## src/rtl/r4mdc_pkg.sv

```systemverilog
`default_nettype none
// ============================================================================
// Module  : r4mdc_pkg
// Brief   : Shared types, bank-state encoding and base-4 digit reversal for
//           the radix-4 MDC output reorder buffer.
// Revision: 1.0
// ============================================================================
package r4mdc_pkg;

    typedef logic [1:0] bank_state_t;

    localparam bank_state_t FREE    = 2'd0;
    localparam bank_state_t WRITING = 2'd1;
    localparam bank_state_t FULL    = 2'd2;
    localparam bank_state_t READING = 2'd3;

    // Reverses the order of the log4n two-bit digits of p.
    function automatic logic [31:0] digrev(input logic [31:0] p, input int log4n);
        logic [31:0] r;
        r = '0;
        for (int d = 0; d < log4n; d++) begin
            r[2*d +: 2] = p[2*(log4n-1-d) +: 2];
        end
        return r;
    endfunction

endpackage
`default_nettype wire

```

## src/rtl/r4mdc_pingpong_ram.sv

```systemverilog
`default_nettype none
// ============================================================================
// Module  : r4mdc_pingpong_ram
// Brief   : Two N-entry banks of packed complex samples; one write port and
//           one registered read port. Bank select is the address MSB.
// Revision: 1.0
// ============================================================================
module r4mdc_pingpong_ram #(
    parameter int WL = 16,
    parameter int N  = 16,
    parameter int AW = 4
) (
    input  logic              clk,
    input  logic              rst,
    input  logic              i_we,
    input  logic [AW:0]       i_waddr,
    input  logic [2*WL-1:0]   i_wdata,
    input  logic              i_re,
    input  logic [AW:0]       i_raddr,
    output logic [2*WL-1:0]   o_rdata
);

    logic [2*WL-1:0] r_mem [0:2*N-1];
    logic [2*WL-1:0] r_rdata;

    always_ff @(posedge clk) begin
        if (i_we) begin
            r_mem[i_waddr] <= i_wdata;
        end
    end

    // The read register doubles as the output holding register, so it only
    // loads when a read is issued and otherwise holds its value.
    always_ff @(posedge clk) begin
        if (rst) begin
            r_rdata <= '0;
        end else if (i_re) begin
            r_rdata <= r_mem[i_raddr];
        end
    end

    assign o_rdata = r_rdata;

endmodule
`default_nettype wire

```

## src/rtl/r4mdc_output_reorder.sv

```systemverilog
`default_nettype none
// ============================================================================
// Module  : r4mdc_output_reorder
// Brief   : Ping-pong reorder buffer turning digit-reversed FFT frames into
//           natural-order frames on a valid/ready output.
// Revision: 1.0
// ============================================================================
module r4mdc_output_reorder
    import r4mdc_pkg::*;
#(
    parameter int WL    = 16,
    parameter int N     = 16,
    parameter int LOG4N = 2
) (
    input  logic          clk,
    input  logic          rst,
    input  logic          in_start,
    input  logic [WL-1:0] in_r,
    input  logic [WL-1:0] in_i,
    output logic          out_valid,
    input  logic          out_ready,
    output logic [WL-1:0] out_r,
    output logic [WL-1:0] out_i,
    output logic          out_last,
    output logic          overflow,
    output logic          frame_err
);

    localparam int            c_aw   = 2 * LOG4N;
    localparam logic [c_aw-1:0] c_last = c_aw'(N - 1);

    bank_state_t       r_bank_st  [2];
    bank_state_t       w_bank_nxt [2];
    logic [1:0]        w_avail;
    logic [1:0]        w_full;
    logic [1:0]        w_release;

    logic              r_wr_active;
    logic [c_aw-1:0]   r_wr_cnt;
    logic              r_wr_bank;
    logic              r_rd_busy;
    logic [c_aw-1:0]   r_rd_cnt;
    logic              r_rd_bank;
    logic              r_oldest;
    logic              r_out_valid;
    logic              r_out_last;
    logic              r_out_bank;
    logic              r_overflow;
    logic              r_frame_err;

    logic              w_xfer;
    logic              w_discard;
    logic              w_claim_ok;
    logic              w_claim_bank;
    logic              w_ovf;
    logic              w_we;
    logic [c_aw-1:0]   w_wr_pos;
    logic              w_wr_bank;
    logic              w_wr_done;
    logic [c_aw-1:0]   w_wr_addr;
    logic              w_rd_en;
    logic              w_rd_pick;
    logic              w_rd_start;
    logic              w_rd_go;
    logic              w_rd_bank;
    logic [c_aw-1:0]   w_rd_pos;
    logic [2*WL-1:0]   w_rdata;

    assign w_xfer       = r_out_valid && out_ready;
    assign w_discard    = in_start && r_wr_active;
    assign w_claim_ok   = in_start && (|w_avail);
    assign w_claim_bank = !w_avail[0];
    assign w_ovf        = in_start && !(|w_avail);

    assign w_we      = w_claim_ok || (r_wr_active && !in_start);
    assign w_wr_pos  = in_start ? '0 : r_wr_cnt;
    assign w_wr_bank = in_start ? w_claim_bank : r_wr_bank;
    assign w_wr_done = w_we && (w_wr_pos == c_last);
    assign w_wr_addr = c_aw'(digrev(32'(w_wr_pos), LOG4N));

    assign w_rd_en    = !r_out_valid || out_ready;
    assign w_rd_pick  = w_full[r_oldest] ? r_oldest : !r_oldest;
    assign w_rd_start = w_rd_en && !r_rd_busy && (|w_full);
    assign w_rd_go    = w_rd_start || (w_rd_en && r_rd_busy);
    assign w_rd_bank  = r_rd_busy ? r_rd_bank : w_rd_pick;
    assign w_rd_pos   = r_rd_busy ? r_rd_cnt : '0;

    // Bank status flags. A bank whose last sample transfers this cycle, or
    // whose partial frame is being discarded, is immediately claimable.
    always_comb begin
        w_full    = '0;
        w_release = '0;
        w_avail   = '0;
        for (int b = 0; b < 2; b++) begin
            w_full[b]    = (r_bank_st[b] == FULL);
            w_release[b] = w_xfer && r_out_last && (r_out_bank == 1'(b));
            w_avail[b]   = (r_bank_st[b] == FREE) || w_release[b] ||
                           (w_discard && (r_wr_bank == 1'(b)));
        end
    end

    always_comb begin
        for (int b = 0; b < 2; b++) begin
            w_bank_nxt[b] = r_bank_st[b];
            case (r_bank_st[b])
                FREE: begin
                    if (w_claim_ok && (w_claim_bank == 1'(b))) w_bank_nxt[b] = WRITING;
                end
                WRITING: begin
                    if (w_discard && (r_wr_bank == 1'(b))) begin
                        w_bank_nxt[b] = (w_claim_ok && (w_claim_bank == 1'(b))) ? WRITING : FREE;
                    end else if (w_wr_done && (w_wr_bank == 1'(b))) begin
                        w_bank_nxt[b] = FULL;
                    end
                end
                FULL: begin
                    if (w_rd_start && (w_rd_pick == 1'(b))) w_bank_nxt[b] = READING;
                end
                READING: begin
                    if (w_release[b]) begin
                        w_bank_nxt[b] = (w_claim_ok && (w_claim_bank == 1'(b))) ? WRITING : FREE;
                    end
                end
                default: w_bank_nxt[b] = FREE;
            endcase
        end
    end

    always_ff @(posedge clk) begin
        for (int b = 0; b < 2; b++) begin
            r_bank_st[b] <= rst ? FREE : w_bank_nxt[b];
        end
    end

    always_ff @(posedge clk) begin
        if (rst) begin
            r_wr_active <= 1'b0;
            r_wr_cnt    <= '0;
            r_wr_bank   <= 1'b0;
            r_oldest    <= 1'b0;
            r_overflow  <= 1'b0;
            r_frame_err <= 1'b0;
        end else begin
            r_overflow  <= w_ovf;
            r_frame_err <= w_discard;
            if (w_claim_ok) begin
                r_wr_active <= 1'b1;
                r_wr_cnt    <= c_aw'(1);
                r_wr_bank   <= w_claim_bank;
            end else if (r_wr_active) begin
                if (r_wr_cnt == c_last) begin
                    r_wr_active <= 1'b0;
                    r_wr_cnt    <= '0;
                end else begin
                    r_wr_cnt <= r_wr_cnt + 1'b1;
                end
            end
            // Drain order follows fill order: a newly full bank is oldest
            // only if the other bank is not still waiting to be read.
            if (w_wr_done && (w_bank_nxt[!w_wr_bank] != FULL)) begin
                r_oldest <= w_wr_bank;
            end
        end
    end

    always_ff @(posedge clk) begin
        if (rst) begin
            r_rd_busy   <= 1'b0;
            r_rd_cnt    <= '0;
            r_rd_bank   <= 1'b0;
            r_out_valid <= 1'b0;
            r_out_last  <= 1'b0;
            r_out_bank  <= 1'b0;
        end else if (w_rd_go) begin
            r_rd_bank   <= w_rd_bank;
            r_out_valid <= 1'b1;
            r_out_last  <= (w_rd_pos == c_last);
            r_out_bank  <= w_rd_bank;
            if (w_rd_pos == c_last) begin
                r_rd_busy <= 1'b0;
                r_rd_cnt  <= '0;
            end else begin
                r_rd_busy <= 1'b1;
                r_rd_cnt  <= w_rd_pos + 1'b1;
            end
        end else if (w_xfer) begin
            r_out_valid <= 1'b0;
            r_out_last  <= 1'b0;
        end
    end

    r4mdc_pingpong_ram #(
        .WL (WL),
        .N  (N),
        .AW (c_aw)
    ) u_ram (
        .clk     (clk),
        .rst     (rst),
        .i_we    (w_we),
        .i_waddr ({w_wr_bank, w_wr_addr}),
        .i_wdata ({in_r, in_i}),
        .i_re    (w_rd_go),
        .i_raddr ({w_rd_bank, w_rd_pos}),
        .o_rdata (w_rdata)
    );

    assign out_valid = r_out_valid;
    assign out_last  = r_out_last;
    assign out_r     = w_rdata[2*WL-1:WL];
    assign out_i     = w_rdata[WL-1:0];
    assign overflow  = r_overflow;
    assign frame_err = r_frame_err;

endmodule
`default_nettype wire

```

## config.mk

```make
export PLATFORM = sky130hd
export DESIGN_NAME = r4mdc_output_reorder
export DESIGN_NICKNAME = d
export VERILOG_FILES = /design/src/rtl/r4mdc_pkg.sv /design/src/rtl/r4mdc_pingpong_ram.sv /design/src/rtl/r4mdc_output_reorder.sv
export SDC_FILE = /design/constraint.sdc
export NUM_CORES = 1
export LEC_CHECK = 0
export BUFFER_PORTS_ARGS = -buffer_cell sky130_fd_sc_hd__clkbuf_2
export CORE_MARGIN = 2
export CORE_UTILIZATION = 39
export CTS_BUF_LIST = sky130_fd_sc_hd__clkbuf_4
export CTS_CLUSTER_SIZE = 40
export DETAILED_ROUTE_END_ITERATION = 16
export PLACE_DENSITY_LB_ADDON = 0.1
export REMOVE_ABC_BUFFERS = 1
export SYNTH_ARGS = -nofsm -noshare
export SYNTH_HDL_FRONTEND = slang
export SYNTH_SLANG_ARGS = --single-unit
```

## constraint.sdc

```tcl
create_clock -name clk -period 6.2 [get_ports clk]
set_input_delay 0.62 -clock clk [delete_from_list [all_inputs] [get_ports clk]]
set_output_delay 0.62 -clock clk [all_outputs]
set_load 0.01 [all_outputs]
```

==> results_dict.tcl <==
set metrics [dict create \
    min_path_cells 1 \
    synth_edf_count 1024 \
    fin_skew_ps 98.1 \
    clkLatencyLatePin_ps 1180 \
    wl_per_cell_um 29.5 \
    ys_seq_elements 1077 \
    synth_top_area_cell "edfxtp_1" \
    drc 0 \
    power.density_nw_per_um2 301 \
    clock_path_buffers 4 \
    fp-row-count 121 \
    die-height_um 335 \
    p_leak_uw 0.0152 \
    synthCells 2585 \
    dp_hpwl_um 66300 \
    vias 25700 \
    rsz0062_at_grt "no" \
    syn_to_final_growth_pct 13.4 \
    reg2reg_slack_ps 2510 \
    hold_class "in2reg" \
    drv_slew 0 \
    final_antenna_net_count 0 \
    multi_input_area_um2 10200 \
    instances_no_fill 4470 \
    ir_drop_mv 0.140 \
    synth.top_cells.by_area "edfxtp_1 (72%), mux2i_1 (3.8%), a221oi_1 (3.3%), mux2_2 (3.0%), dfxtp_1 (2.5%)" \
    firstDrtPassIters 5 \
    worst_ep_arrival_time_ps 4620 \
    grt_pass1_wl_um 189000 \
    finalSetupViolCount 0 \
    cts-root-buf "clkbuf_4" \
    crit_type "reg2reg" \
    viasPerCell 5.75 \
    first_iter_violations 2248 \
    drive_above_1_share 0.264 \
    n_fill_cell 9714 \
    start_util 0.393 \
    run_status "complete, no violations" \
    yosysTopAreaCellShare 0.718 \
    portBuffers 71 \
    layout_commonest_cell "edfxtp_1" \
    cp.required_ps 7130 \
    io_pins 72 \
    relSlewSlack 0.243 \
    first_global_vias 26700 \
    grt_overflow_total 0 \
    post-route-util 0.446 \
    drt-total-wl_um 132000 \
    dp_cells 3937 \
    clkTransAtPathRegs_ps 70 \
    max_freq_mhz 271 \
    synth-async-reset-ratio 0 \
    tightest_slew_ps 1130 \
    synth-main-ff-cell "edfxtp_1" \
    critPathCaptureType "flop" \
    avgSynthCellArea_um2 16.6 \
    netlist_area_um2 42800 \
    core_area_um2 109000 \
    cts_sinks 1077 \
    finalCritPeriodShare 0.596 \
    cts_made_buffers 301 \
    die_area_um2 112000 \
    tritoncts "done" \
    final_cell_mix "edfxtp_1 (1024), clkbuf_4 (443), mux2i_1 (162)" \
    grt_max_degree 124 \
    track_usage 0.235 \
    cp_max_fo 66 \
    layout.nets 2880 \
    critPathLaunchType "flop" \
    ys_seq_area_frac 0.743 \
    antenna_found_initial 3 \
    min_period_ps 3690 \
    fp.dieW_um 335 \
    yosys_warnings 0 \
    regArea_um2 31800 \
    cap_violations 0 \
    hold_violations 0 \
    routabilityCongestion 0.757 \
    reg2reg_depth 7 \
    synth.distinct_cells 61 \
    htree_levels 5 \
]
-- final timing paths --
| kind | start | endpoint |
|---|---|---|
| setup / recovery | r_rd_cnt[1]$_SDFFE_PP0P_ | u_ram.o_rdata[0]$_SDFFE_PP0P_ |
| hold / removal | in_i[6] | u_ram.r_mem[27][6]$_DFFE_PP_ |
| setup reg to reg | r_rd_cnt[1]$_SDFFE_PP0P_ | u_ram.o_rdata[0]$_SDFFE_PP0P_ |
| hold reg to reg | u_ram.o_rdata[8]$_SDFFE_PP0P_ | u_ram.o_rdata[8]$_SDFFE_PP0P_ |
-- cell type report --
cell class,instances,share of cell area
inverters,6,0.000567
clock inverters,69,0.00771
well taps,1414,0.0365
clock buffers,443,0.0685
multi-input cells,1307,0.210
flip-flops and latches,1077,0.656
repair buffers,149,0.0207
diodes,5,0.000258
-- cell usage after synthesis (all sizes together), types with 11 or more instances --
cell     number
o221ai       12
mux4         21
mux2        128
o21ai       155
clkbuf       89
and2         56
buf         106
nor2         67
or3          25
nand2       124
o211ai       21
a32oi        21
nor3         24
o2111ai      11
a211oi       17
a21boi       21
nand3b       24
dfxtp        53
o32ai        21
nand3        19
a22oi        64
edfxtp     1024
a221oi      171
mux2i       162
a21oi       104
-- per-stage QoR --
| stage | power (uW) | area, um^2 | TNS, ps | worst slack, ps | hold slack (ps) |
|---|---|---|---|---|---|
| 6_report | 14600 | 48500 | 0 | 2510 | 129 |
| 5_1_grt | 15200 | 48500 | 0 | 2260 | 74.3 |
| 4_1_cts | 14800 | 48500 | 0 | 2470 | 12.5 |
| 3_5_place_dp | 8430 | 44700 | 0 | 2510 | 485 |
| 3_3_place_gp | 8420 | 44700 | 0 | 2550 | 478 |
| 2_1_floorplan | 8250 | 41700 | -307070 | -8880 | 458 |
-- report_power, final --
group / switching, uW / internal, uW / total [uW]
combinational: 207 / 46.7 / 254
clock: 2930 / 3420 / 6350
sequential: 17.5 / 8000 / 8020
total: 3160 / 11500 / 14600
-- kinds of logic after synthesis --
logic type                 Yosys count  synth area share
AOI/OAI and AO/OA                  625             0.104
xor gates and xnor gates             2          0.000409
and+or+nand+nor                    367            0.0430
muxes                              311            0.0836
buffers and inverters              201            0.0256
adders and majority gates            2          0.000584
DFF                               1077             0.743
-- timing repair --
item | CTS | global route
endpoints found under the hold margin | 149 | 0
setup buffers | 0 | 0
resized for setup | 0 | 0
hold buffers | 16 | 0
-- metal layers --
layer | share of wire | vias to the layer above | GRT usage
li1 | - | 11200 | -
met1 | 0.42 | 13400 | 0.305
met2 | 0.50 | 976 | 0.395
met3 | 0.059 | 228 | 0.0442
met4 | 0.023 | 0 | 0.0783
met5 | 0 | - | 0
-- registers in the layout, indices dropped and copies added (netlist names), 4 cells and up --
| register | flops |
|---|---|
| u_ram.o_rdata | 32 |
| r_bank_st | 4 |
| u_ram.r_mem | 1024 |
| r_wr_cnt | 4 |
| r_rd_cnt | 4 |
-- worst max-delay path: stages, from the launching register on --
cell and delay, ps:
dfxtp_4 680, buf_4 720, buf_4 810, mux2_2 420
a221oi_1 230, o21ai_0 130, a32oi_1 250, o211ai_1 110
Power figures use the tool's default switching activity.
